[src/rtl/regfile_wb_arbiter.sv]
// Write-port arbiter for the Y86-64 register file: buffers one E and one M
// writeback and issues them one per cycle in acceptance order.
module regfile_wb_arbiter #(
    parameter int W     = 64,
    parameter int CNT_W = 16
) (
    input  logic             clk,
    input  logic             reset,
    input  logic             e_valid,
    input  logic [3:0]       e_dst,
    input  logic [W-1:0]     e_data,
    output logic             e_ready,
    input  logic             m_valid,
    input  logic [3:0]       m_dst,
    input  logic [W-1:0]     m_data,
    output logic             m_ready,
    output logic             wr_en,
    output logic [3:0]       wr_addr,
    output logic [W-1:0]     wr_data,
    output logic [14:0]      pend_mask,
    output logic [CNT_W-1:0] wb_count
);

    localparam logic [3:0] RNONE = 4'hF;

    logic             e_hv_q, e_hv_d;
    logic [3:0]       e_dst_q, e_dst_d;
    logic [W-1:0]     e_data_q, e_data_d;
    logic             m_hv_q, m_hv_d;
    logic [3:0]       m_dst_q, m_dst_d;
    logic [W-1:0]     m_data_q, m_data_d;
    logic             m_older_q, m_older_d;
    logic [CNT_W-1:0] wb_count_q, wb_count_d;

    logic sel_e, sel_m, e_acc, m_acc;

    always_comb begin
        // With equal age (m_older=0) E goes first, so popq %rsp leaves valM.
        sel_m = m_hv_q & (~e_hv_q | m_older_q);
        sel_e = e_hv_q & ~sel_m;

        e_ready = ~e_hv_q | sel_e;
        m_ready = ~m_hv_q | sel_m;

        e_acc = e_valid & e_ready & (e_dst != RNONE);
        m_acc = m_valid & m_ready & (m_dst != RNONE);

        wr_en   = sel_e | sel_m;
        wr_addr = '0;
        wr_data = '0;
        if (sel_e) begin
            wr_addr = e_dst_q;
            wr_data = e_data_q;
        end else if (sel_m) begin
            wr_addr = m_dst_q;
            wr_data = m_data_q;
        end
    end

    always_comb begin
        e_hv_d   = e_hv_q & ~sel_e;
        e_dst_d  = e_dst_q;
        e_data_d = e_data_q;
        if (e_acc) begin
            e_hv_d   = 1'b1;
            e_dst_d  = e_dst;
            e_data_d = e_data;
        end

        m_hv_d   = m_hv_q & ~sel_m;
        m_dst_d  = m_dst_q;
        m_data_d = m_data_q;
        if (m_acc) begin
            m_hv_d   = 1'b1;
            m_dst_d  = m_dst;
            m_data_d = m_data;
        end

        // The loading slot is younger than a slot that keeps holding.
        if (e_acc && m_acc) begin
            m_older_d = 1'b0;
        end else if (e_acc) begin
            m_older_d = m_hv_q & ~sel_m;
        end else if (m_acc) begin
            m_older_d = 1'b0;
        end else begin
            m_older_d = m_older_q;
        end

        wb_count_d = wb_count_q + (wr_en ? CNT_W'(1) : CNT_W'(0));
    end

    always_ff @(posedge clk or posedge reset) begin
        if (reset) begin
            e_hv_q     <= 1'b0;
            e_dst_q    <= '0;
            e_data_q   <= '0;
            m_hv_q     <= 1'b0;
            m_dst_q    <= '0;
            m_data_q   <= '0;
            m_older_q  <= 1'b0;
            wb_count_q <= '0;
        end else begin
            e_hv_q     <= e_hv_d;
            e_dst_q    <= e_dst_d;
            e_data_q   <= e_data_d;
            m_hv_q     <= m_hv_d;
            m_dst_q    <= m_dst_d;
            m_data_q   <= m_data_d;
            m_older_q  <= m_older_d;
            wb_count_q <= wb_count_d;
        end
    end

    assign wb_count = wb_count_q;

    generate
        for (genvar gi = 0; gi < 15; gi++) begin : g_pend
            assign pend_mask[gi] = (e_hv_q && (e_dst_q == 4'(gi))) ||
                                   (m_hv_q && (m_dst_q == 4'(gi)));
        end
    endgenerate

endmodule
[config.mk]
export PLATFORM = sky130hd
export DESIGN_NAME = regfile_wb_arbiter
export DESIGN_NICKNAME = d
export VERILOG_FILES = /design/src/rtl/regfile_wb_arbiter.sv
export SDC_FILE = /design/constraint.sdc
export NUM_CORES = 1
export LEC_CHECK = 0
export BUFFER_PORTS_ARGS = -buffer_cell sky130_fd_sc_hd__buf_4
export CAP_MARGIN = 40
export CORE_ASPECT_RATIO = 0.6
export CORE_UTILIZATION = 51
export CTS_CLUSTER_DIAMETER = 120
export DETAILED_ROUTE_END_ITERATION = 10
export PLACE_DENSITY = 0.82
export REMOVE_ABC_BUFFERS = 1
export SYNTH_ARGS = -nofsm -noshare
export SYNTH_HDL_FRONTEND = slang
export SYNTH_SLANG_ARGS = --single-unit
[constraint.sdc]
create_clock -name clk -period 5.5 [get_ports clk]
set_input_delay 0.275 -clock clk [delete_from_list [all_inputs] [get_ports clk]]
set_output_delay 0.275 -clock clk [all_outputs]
set_load 0.01 [all_outputs]
# Yosys cells after proc, flatten, opt, wreduce, memory -nomap -nowiden

Cells that the tools add are included.

Add/sub/neg operators: 1
$mul: 0
Div/mod/pow operators: 0
Magnitude comparators: 0
Equal/unequal tests: 30
Shift operators: 0
Muxes and demuxes: 10
Bitwise logic cells: 16
Reductions and logical operators: 49

Operators with widths:

| kind                                                             | count |
|---|---|
| 64-bit 2-to-1 mux                                                | 2 |
| 4-bit == test (second input constant)                            | 14 |
| 4-bit by 3-bit == test with 1-bit output (second input constant) | 8 |
| 1-bit logical AND                                                | 31 |
| 16-bit by 1-bit adder with 16-bit output                         | 1 |
| 4-bit by 2-bit == test with 1-bit output (second input constant) | 4 |
| 1-bit logical OR                                                 | 15 |
| 1-bit AND                                                        | 8 |
| 4-bit by 1-bit == test with 1-bit output (second input constant) | 2 |
| 4-bit zero test                                                  | 2 |
| 4-bit 2-to-1 mux                                                 | 2 |
| 4-bit != test (second input constant)                            | 2 |
| 1-bit 2-to-1 mux                                                 | 6 |
| 1-bit NOT                                                        | 4 |
| 1-bit OR                                                         | 4 |
| 3-bit nonzero test                                               | 1 |

Flip-flop bits (word level): 155
Bits in latches: 0
RAM bits: 0
Bits in read-only memories: 0
Output and inout bits: 102
Word-level logic and storage cells: 114
Memories: 0

# Logic depth before layout (Yosys ltp)

Depth in word-level cells: 10
Mapped depth: 8
Mapped depth without buffers: 6

# Worst setup path before layout

OpenSTA, ideal clock, no wires.

Path kind: register to register
Start point: register m_hv_q
End point: register wb_count_q[14] (netlist: wb_count[14])
Arrival time: 1967 ps
Data required time: 5421 ps
Path slack: 3454 ps
Stages on the path, launching flop included: 9
Path buffers: 2
Period minus slack after synthesis: 2046 ps
Cells stage by stage: dfrtp_1 > buf_2 > buf_1 > or2_2 > ha_1 > ha_1 > nand3_1 > nor4_1 > xor2_1

Word-level cells in the longest chain between the ends: 6

RTL lines:

| element                                    | line | text |
|---|---|---|
| from (decl)                                | 29   | `logic m_hv_q, m_hv_d;` |
| from (signal assigned)                     | 107  | `m_hv_q <= m_hv_d;` |
| 1-bit AND *                                | 39   | `sel_m = m_hv_q & (~e_hv_q \| m_older_q);` |
| 1-bit NOT                                  | 40   | `sel_e = e_hv_q & ~sel_m;` |
| 1-bit AND                                  | 40   |  |
| 1-bit OR *                                 | 48   | `wr_en = sel_e \| sel_m;` |
| named net wr_en                            | 17   | `output logic wr_en,` |
| 1-bit 2-to-1 mux *                         | 90   | `wb_count_d = wb_count_q + (wr_en ? CNT_W'(1) : CNT_W'(0));` |
| 16-bit by 1-bit adder with 16-bit output * | 90   |  |
| named net wb_count_d[14]                   | 33   | `logic [CNT_W-1:0] wb_count_q, wb_count_d;` |
| to (signal assigned)                       | 111  | `wb_count_q <= wb_count_d;` |
| to (decl)                                  | 33   |  |

The timed path passes the listed nets; every way through them passes the cells marked *.
A chain may end at the register's enable or synchronous reset.

# Final worst setup path

Start point: register e_hv_q
End point: output port pend_mask[2]

Word-level cells in the longest chain between the ends: 2

RTL lines:

| element                | line | text |
|---|---|---|
| from (decl)            | 26   | `logic e_hv_q, e_hv_d;` |
| from (signal assigned) | 104  | `e_hv_q <= e_hv_d;` |
| 1-bit logical AND      | 119  | `assign pend_mask[gi] = (e_hv_q && (e_dst_q == 4'(gi))) \|\|` |
| 1-bit logical OR       | 119  |  |
| to (decl)              | 20   | `output logic [14:0] pend_mask,` |

No other way between the ends.

==> impl_metrics.tcl <==
set metrics [dict create \
    status "complete, no violations" \
    grt_overflow_total 0 \
    drt.antenna.violating_nets 0 \
    worst-r2r-cell-count 7 \
    max_clock_freq_mhz 341 \
    timing_max_transition_violations_final 0 \
    p_leak_uw 0.00450 \
    synthArstFlopShare 1.00 \
    insertion_delay_ps 410 \
    power.density_cell_area_nw_per_um2 366 \
    timing.critical_path.to_type "primary output" \
    ys_dominant_reg_cell "dfrtp_1" \
    core_area_sq_um 13700 \
    timing.critical_path.from_type "flip-flop" \
    timing.critical_path.arrival_ps 2660 \
    flow.area_growth_from_synthesis_pct 35.2 \
    library_cells_used_by_synthesis 30 \
    finalNetCount 995 \
    crit-reg2reg-launch "m_hv_q" \
    timing.critical_path.slowest_cell_delay_ps 730 \
    clock_pin_slew_reported_for_the_worst_setup_and_hold_paths_after_clock_tree_synthesis_ps 70 \
    via_count 5803 \
    post_cts.resized_instances 0 \
    cp_slowest_cell "dfrtp_2" \
    synth_area_per_cell_sq_um 11.4 \
    die_h_um 93.9 \
    die_width_um 155 \
    ys.warnings.count 0 \
    groute.usage.overall 0.262 \
    critical_path_peak_fanout 46 \
    total_cell_area_at_the_placement_stage_sq_um 9130 \
    num_rows 33 \
    numClockSinks 155 \
    detail_route.first_pass.iterations 5 \
    htree_num_levels 4 \
    antennaDiodeCount 0 \
    cp_cell_instances "buf_4 > or3b_2 > o22ai_1 > buf_4" \
    post-route-min-period_ps 2930 \
    launch_point_of_the_critical_path "e_hv_q" \
    drt-wirelength-per-cell_um 18.1 \
    final-instance-count-excl-fill 1058 \
    number_of_buffers_added_by_the_clock_tree_synthesis_step 17 \
    worst-endpoint-required_ps 5220 \
    synth_edf_count 0 \
    layout_commonest_cell "buf_4" \
    number_of_antenna_violations_at_the_first_check_in_global_routing 0 \
    share_of_synthesized_area_occupied_by_flip_flops_and_latches 0.540 \
    timing.final.crit_share 0.533 \
    cts_tree "done" \
    worst_r2r_endpoint "wb_count[14]" \
    max_cap_viol_count 0 \
    vdd_ir_drop_max_mv 0.175 \
    maximum_number_of_pins_on_one_net_before_global_route_repair 93 \
    ff_latch_count_synth 155 \
    hold_viol 0 \
    finalSetupViolations 0 \
    drt_iter0_drc 312 \
    die_area_sq_um 14600 \
    setup_slack_on_the_worst_flop_to_flop_path_ps 2800 \
    placed_cells 1026 \
    detail_route.wirelength_mm 19.1 \
    drive_gt1_frac 0.495 \
    termination_of_the_worst_setup_path "pend_mask[2]" \
    detailed_place_hpwl_mm 13.5 \
    initial_core_util 0.524 \
    critical_path.most_common_cell "buf_4" \
    ctsHoldBuffers 0 \
    worst_hold_path_type "in -> async" \
    grt_pass1_vias 5950 \
    numPortBuffers 241 \
    buffer_cell_driving_the_clock_tree_root "clkbuf_16" \
    finClkSkew_ps 11.6 \
    tightest_slew_ps 849 \
    worstSetupPathType "reg -> out" \
    tns_ps 0 \
    gp_congestion 0.932 \
    cts_setup_buffers 0 \
    final_critical_path_setup_slack_ps 2570 \
    filler_cell_count 1026 \
    unrepaired_setup_endpoints_after_global_routing "no" \
    synth_cells 632 \
    number_of_top_level_pins 242 \
    most_frequent_cells_in_the_layout "245 x buf_4, 153 x dfrtp_1, 127 x mux2_2" \
    preCtsSetupSlack_ps 2800 \
    cts-root-to-sink-buffers 2 \
    synth_area_sq_um 7180 \
    post-route-cell-area_sq_um 9710 \
    relative_slew_slack 0.434 \
    via_per_inst 5.48 \
    drc 0 \
    grt_first_pass_wirelength_mm 29.6 \
]
area by class of cell:
class | count | area [sq um] | share of cell area
Clock inverter | 13 | 133 | 0.0137
Tap cell | 192 | 240 | 0.0247
Multi-Input combinational cell | 427 | 3080 | 0.317
Clock buffer | 19 | 443 | 0.0456
Timing Repair Buffer | 248 | 1910 | 0.197
Sequential cell | 155 | 3880 | 0.400
Inverter | 4 | 20.0 | 0.00206
critical path: cells and delay by family, from the launching register on:
kind,cells,cell delay [ps]
AND/OR/NAND/NOR,1,560
flip-flops,1,730
buffers and inverters,2,700
AO/OA/AOI/OAI,1,210
cell families after synthesis:
family / count (synthesis) / share of synthesized area
and+or+nand+nor: 190 / 0.126
DFF: 155 / 0.540
muxes: 135 / 0.216
AOI/OAI and AO/OA: 86 / 0.0640
buffers and inverters: 50 / 0.0333
xor gates and xnor gates: 14 / 0.0171
adders and majority gates: 2 / 0.00348
power by group:
| group | internal, uW | total (uW) | leakage [uW] | switching, uW |
|---|---|---|---|---|
| sequential | 1340 | 1480 | 0.00183 | 147 |
| clock | 647 | 1140 | 0.000269 | 494 |
| combinational | 492 | 929 | 0.00239 | 437 |
metrics by stage:
step	util	hold slack [ps]	total power, uW
finish	0.708	8.28	3550
global route	0.708	79.6	3730
CTS	0.708	65.8	3580
detailed placement	0.666	464	2430
global placement	0.661	459	2370
floorplan	-	389	1980
metal layers:
metal / track usage / part of all wire / routed length (um)
met4: 0.0915 / 0.020 / 381
met3: 0.0780 / 0.082 / 1570
met5: 0 / 0 / 0
met1: 0.342 / 0.43 / 8290
met2: 0.419 / 0.46 / 8880
sequential cells by signal, indices dropped and copies added, names as in the netlist:
signal / flops
m_older_q: 1
wb_count: 16
m_data_q: 64
e_dst_q: 4
e_hv_q: 1
e_data_q: 64
m_hv_q: 1
m_dst_q: 4
synthesized netlist by cell type, types with 3 or more instances:
master / number / area [sq um]
o21ai_0: 68 / 340
nor2_1: 3 / 11.3
buf_6: 4 / 45.0
dfrtp_1: 155 / 3880
nand3_1: 76 / 380
o22ai_1: 15 / 93.8
buf_2: 14 / 70.1
clkbuf_1: 25 / 93.8
xor2_1: 10 / 87.6
xnor2_1: 4 / 35.0
nand4_1: 5 / 31.3
nand3b_1: 3 / 22.5
mux2_4: 8 / 120
mux2_2: 127 / 1430
nor4_1: 4 / 25.0
nand2b_1: 5 / 31.3
nor3_1: 4 / 20.0
inv_1: 4 / 15.0
or2_2: 4 / 25.0
nand2_1: 79 / 297
how the worst min path moves through the flow:
stage	endpoint	slack (ps)	cells after the start	start
after global routing	e_data_q[17]	80	2	e_data[17]
final	e_data_q[56]	8	2	reset
after global placement	wb_count[15]	460	1	wb_count[15]
after detailed placement	wb_count[15]	460	1	wb_count[15]
after CTS	e_data_q[55]	70	2	reset
after floorplan	e_hv_q	390	2	e_valid
(Power assumes the default switching activity.)
